--- src/rtl/cu_pkg.sv ---
// cu_pkg: shared state, code and control-word types for the immediate-class control unit
package cu_pkg;
  typedef enum logic [1:0] {IDLE, EX0, EX1} state_t;
  localparam logic [4:0] FS_AND  = 5'b00000;
  localparam logic [4:0] FS_ANDN = 5'b00001;
  localparam logic [4:0] FS_NOTA = 5'b00011;
  localparam logic [4:0] FS_ORR  = 5'b00100;
  localparam logic [4:0] FS_ADD  = 5'b01000;
  localparam logic [4:0] FS_SUB  = 5'b01001;
  localparam logic [4:0] FS_XOR  = 5'b01100;
  localparam logic [4:0] FS_LSL  = 5'b10000;
  localparam logic [4:0] FS_LSR  = 5'b10100;
  localparam logic [2:0] K_IMM   = 3'b000;
  localparam logic [2:0] K_MOV   = 3'b100;
  localparam logic [2:0] K_MOVK  = 3'b101;
  localparam logic [2:0] K_SHIFT = 3'b110;
  localparam logic [6:0] OP_LOGIC = 7'b1001000;
  localparam logic [6:0] OP_SHIFT = 7'b1001101;
  localparam logic [4:0] OP_MATHI = 5'b10001;
  localparam logic [5:0] OP_MOV   = 6'b100101;
  typedef struct packed {
    logic [4:0] fs;
    logic [4:0] sa;
    logic [4:0] sb;
    logic [4:0] da;
    logic       w_reg;
    logic       c0;
    logic [1:0] mem_cs;
    logic       b_sel;
    logic       mem_write_en;
    logic       ir_load;
    logic       status_load;
    logic [1:0] size;
    logic       add_tri_sel;
    logic [1:0] data_tri_sel;
    logic       pc_sel;
    logic [1:0] pc_fs;
  } cw_t;
endpackage

--- src/rtl/cu_imm_decode.sv ---
// cu_imm_decode: maps latched instruction and execute state to datapath controls; CU_IMM_MOVN_EN adds two-cycle MOVN
module cu_imm_decode
  import cu_pkg::*;
#(
  parameter int DATA_W = 64
) (
  input  logic [31:0] ir_q,
  input  state_t      state,
  output cw_t         cw,
  output logic [2:0]  k_mux,
  output logic        multi,
  output logic        ill
);
  logic [1:0] opc;
  logic       logic_g, shift_g, math_g, mov_g, movz, movk, movn, ex1, range_bad;
  logic [4:0] fs;
  logic [2:0] k;
  logic       unused_bits;
  assign unused_bits = &{ir_q[31], ir_q[14:10]};
  assign opc = ir_q[30:29];
  assign logic_g = ir_q[28:22] == OP_LOGIC;
  assign shift_g = ir_q[28:22] == OP_SHIFT;
  assign math_g = ir_q[28:24] == OP_MATHI;
  assign mov_g = ir_q[28:23] == OP_MOV;
  assign movz = mov_g && opc == 2'b10;
  assign movk = mov_g && opc == 2'b11;
`ifdef CU_IMM_MOVN_EN
  assign movn = mov_g && opc == 2'b00;
`else
  assign movn = 1'b0;
`endif
  assign range_bad = DATA_W == 32 && ((mov_g && ir_q[22]) || (shift_g && ir_q[15]));
  assign ill = !(logic_g || shift_g || math_g || movz || movk || movn) || range_bad;
  assign ex1 = state == EX1;
  assign multi = state == EX0 && (movk || movn) && !ill;
  assign fs = math_g ? (opc[1] ? FS_SUB : FS_ADD)
            : logic_g ? (opc == 2'b01 ? FS_ORR : opc == 2'b10 ? FS_XOR : FS_AND)
            : shift_g ? (ir_q[21] ? FS_LSL : FS_LSR)
            : (movk && !ex1) ? FS_ANDN
            : (movn && ex1) ? FS_NOTA : FS_ORR;
  assign k = shift_g ? K_SHIFT
           : (movk && !ex1) ? K_MOVK
           : (movn && ex1) ? K_IMM
           : mov_g ? K_MOV : K_IMM;
  // Illegal encodings only advance the PC; IDLE drives an all-zero word
  always_comb begin
    cw = '0;
    k_mux = K_IMM;
    if (state != IDLE && ill) cw.pc_fs = 2'b01;
    else if (state != IDLE) begin
      cw.fs = fs;
      cw.sa = ir_q[9:5];
      cw.sb = ir_q[20:16];
      cw.da = ir_q[4:0];
      cw.w_reg = 1'b1;
      cw.b_sel = 1'b1;
      cw.c0 = math_g && opc[1];
      cw.status_load = (math_g && opc[0]) || (logic_g && opc == 2'b11);
      cw.pc_fs = (movk && !ex1) ? 2'b00 : 2'b01;
      k_mux = k;
    end
  end
endmodule

--- src/rtl/cu_imm_seq.sv ---
// cu_imm_seq: sequenced immediate-class control unit with start/ready/done handshake; CU_IMM_MOVN_EN enables MOVN
module cu_imm_seq
  import cu_pkg::*;
#(
  parameter int DATA_W = 64,
  parameter int CW_W   = 36
) (
  input  logic            clock,
  input  logic            reset,
  input  logic            start,
  input  logic [31:0]     ir,
  input  logic            stall,
  output logic            ready,
  output logic            done,
  output logic            illegal,
  output logic [CW_W-1:0] control_word,
  output logic [2:0]      k_mux,
  output logic [5:0]      shamt,
  output logic [1:0]      mask_size
);
  state_t      state, state_n;
  logic [31:0] ir_q;
  cw_t         cw;
  logic        multi, ill, fin, accept;
  cu_imm_decode #(.DATA_W(DATA_W)) u_dec (
    .ir_q  (ir_q),
    .state (state),
    .cw    (cw),
    .k_mux (k_mux),
    .multi (multi),
    .ill   (ill)
  );
  // Execute state and latched instruction; an accepted start always lands in EX0
  always_ff @(posedge clock or posedge reset) begin
    if (reset) begin
      state <= IDLE;
      ir_q <= '0;
    end else begin
      state <= state_n;
      if (accept) ir_q <= ir;
    end
  end
  // Handshake and next state; stall freezes any execute cycle in place
  always_comb begin
    fin = ((state == EX0 && !multi) || state == EX1) && !stall;
    ready = state == IDLE || fin;
    accept = start && ready;
    done = fin;
    illegal = fin && ill;
    state_n = accept ? EX0 : stall ? state : (state == EX0 && multi) ? EX1 : IDLE;
  end
  assign control_word = cw;
  assign shamt = ir_q[15:10];
  assign mask_size = ir_q[22:21];
endmodule

--- config.mk ---
export PLATFORM = sky130hd
export DESIGN_NAME = cu_imm_seq
export DESIGN_NICKNAME = d
export VERILOG_FILES = /design/src/rtl/cu_pkg.sv /design/src/rtl/cu_imm_decode.sv /design/src/rtl/cu_imm_seq.sv
export SDC_FILE = /design/constraint.sdc
export NUM_CORES = 1
export LEC_CHECK = 0
export CORE_MARGIN = 8
export CORE_UTILIZATION = 44
export DETAILED_ROUTE_END_ITERATION = 6
export PLACE_DENSITY = 0.85
export SYNTH_ARGS = -nofsm -noshare
export SYNTH_HDL_FRONTEND = slang
export SYNTH_SLANG_ARGS = --single-unit
--- constraint.sdc ---
create_clock -name clock -period 3.55 [get_ports clock]
set_input_delay 0.355 -clock clock [delete_from_list [all_inputs] [get_ports clock]]
set_output_delay 0.355 -clock clock [all_outputs]
set_load 0.05 [all_outputs]
==> metrics.txt <==
IO Pins 86; Post-DP Area 2470 µm²; reg2reg start ir_q[25]; number of distinct library cells after synthesis 37; H-tree Lvls 2; ranking of synthesized cells by area dfrtp_1 45%, mux2_2 16%, buf_4 8.6%, and2_1 5.5%, mux2_1 3.1%; share of layout cells above drive strength 1 0.188; Inserted Diodes 0; remaining antenna violation count 0; Routed WL 4150 µm; total grt overflow 0; synthesis-to-layout area growth 42.4%; Leakage 1.08 nW; drt via density 4.89; Resized cells post-CTS 0; vias in the first global route roughly 1.4k; mean post-synth cell area 11.6 µm²; final RePlAce weighted congestion 0.835; largest net degree at the start of global routing 34; critical path peak fanout 10; met3 WL post-DR 511 µm; DR DRC count 0; First DRT Iteration DRCs between 60 and 70; min cycle time layout 3330 ps; most frequent cell after synthesis dfrtp_1; RSZ-0062 raised after global routing no; total CTS buffers 5; clk_skew about 3.3 ps; reg-to-reg endpoint ir_q[18]; Reg2Reg Setup Slack 1440 ps; drt first pass iters 4; FF+latch count, synth 33; initial antenna violation count 0; # setup viols final 0; cell breakdown of the critical path nand4bb_1 > or3_1 > a31oi_2 > buf_4 > and2_1 > clkdlybuf4s50_1; f_max approximately 300 MHz; post-layout net count 262; slowest cell delay on critical path between 800 and 900 ps; crit path DAT slightly below 3000 ps; Final Instance Area 2600 µm²; Worst EP required ~3200 ps; DP Worst Slack 505 ps; WL met2 between 2000 and 2500 µm; Detailed Place HPWL 3240 µm; Final Max Slew Viols 0; slowest cell on the critical path clkdlybuf4s50_1; Hold Buf Count CTS 0; cells on worst reg2reg path 5; first-pass GRT wire length 6700 µm; slew margin rel. 0.643; CP Launch Type flop; Tot GR Track Use 0.131; Reg clk slew, reported paths about 70 ps; WHS about 470 ps; Post-CTS Setup Bufs 0; cell area after synthesis 1830 µm²; core area about 4000 µm²; Clock Path Buffers 2; HP Class in -> async; Worst-Margin Slew around 530 ps; period utilization 0.937; Setup CP Type reg -> out; DR WL/cell 15.1 µm; worst path bufs/invs 2; Main synth FF type dfrtp_1; IO Port Bufs 72; DRT met1 WL 1590 µm; ys async rst share 1.00; post-synth top area share 0.452; DIE HEIGHT 80.4 µm; synth warn 0; final worst setup slack about 220 ps; peak supply drop 0.312 mV; sequential area share after synthesis 0.452; Worst Setup End Kind output port; Gate Count Post-Synth 157; die width roughly 80 µm; Root Buffer clkbuf_8; Die ar. 6470 µm²; status finished, final reports clean; Top Layer Used met4; area leader, netlist dfrtp_1; CP delay by family, top buffers and inverters; Initial Utilization 0.456; DR vias 1,341; Sum Neg Setup Slack 0 ps; clock latency on the worst-skew pair 280 ps; TritonCTS clock tree done; max_cap viols 0; CTS sink count 33; # rows 23; number of synthesized flops with an enable pin 0; Pwr Density roughly 470 nW/µm²; Fin. Hold Viols 0; Synth top cells by count 33 x dfrtp_1, 26 x mux2_2, 21 x buf_4, 16 x and2_1, 9 x nor2_1
cells by family (layout without fill, tap and decap cells):
logic type | count (synthesis) | in the layout | synth area share
xor gates and xnor gates | 1 | 1 | 0.00480
and+or+nand+nor | 47 | 47 | 0.159
muxes | 31 | 31 | 0.191
other | 1 | 12 | 0.00205
buffers and inverters | 30 | 86 | 0.123
adders and majority gates | 4 | 4 | 0.0260
DFF | 33 | 33 | 0.452
AOI/OAI and AO/OA | 10 | 10 | 0.0418
cell usage in the layout (no fill, tap or decap), types with 2 or more instances in the layout:
| master | count |
|---|---|
| conb_1 | 12 |
| mux2_2 | 26 |
| nor3_1 | 2 |
| a21oi_1 | 3 |
| and3_1 | 2 |
| clkbuf_8 | 5 |
| nand2_1 | 5 |
| buf_4 | 3 |
| dfrtp_1 | 33 |
| and2_1 | 16 |
| inv_1 | 3 |
| ha_1 | 3 |
| clkdlybuf4s50_1 | 72 |
| mux2_1 | 5 |
| nand3_1 | 2 |
| nor2_1 | 9 |
| bufinv_16 | 2 |
layer usage:
layer | vias to the layer above | global-route usage
li1 | 636 | -
met4 | 0 | 0.0382
met3 | 6 | 0.0670
met2 | 56 | 0.216
met5 | - | 0
met1 | 643 | 0.144
sequential cells by signal (all words and copies together) (netlist names):
name	count
state	2
ir_q	31
report_power, final:
part           leakage, nW  internal (mW)  switching (mW)
sequential           0.387          0.431          0.0381
combinational        0.625          0.149           0.202
clock               0.0681          0.279           0.134
total                 1.08          0.859           0.374
worst max-delay path by stage:
stage                        start                to  cells after the start
after global routing      ir_q[27]  control_word[18]                      6
after detailed placement  ir_q[27]  control_word[25]                      6
final                     ir_q[27]  control_word[21]                      6
after CTS                 ir_q[27]  control_word[25]                      6
after floorplan           ir_q[25]  control_word[33]                      5
after global placement    ir_q[27]  control_word[21]                      6
per-stage QoR:
step | power, mW | utilization | instances
6_report | 1.23 | 0.650 | 274
5_1_grt | 1.29 | 0.650 | 274
4_1_cts | 1.25 | 0.650 | 274
3_5_place_dp | 0.831 | 0.617 | 266
3_3_place_gp | 0.823 | 0.617 | 266
2_1_floorplan | 0.743 | - | 168
area by class of cell:
cell class / count / area [µm²]
inverter: 3 / 11.3
multi-input combinational: 105 / 823
fill: 321 / 1400
clock inverter: 3 / 65.1
timing repair buffer: 75 / 743
sequential: 33 / 826
tap: 50 / 62.6
clock buffer: 5 / 68.8
worst register-to-register path, cell delays in order, from the launching register on:
cell	delay (ps)
dfrtp_1	410
and4bb_2	280
and4_1	300
nor3b_4	210
buf_4	400
mux2_2	400
Power figures use the tool's default switching activity.
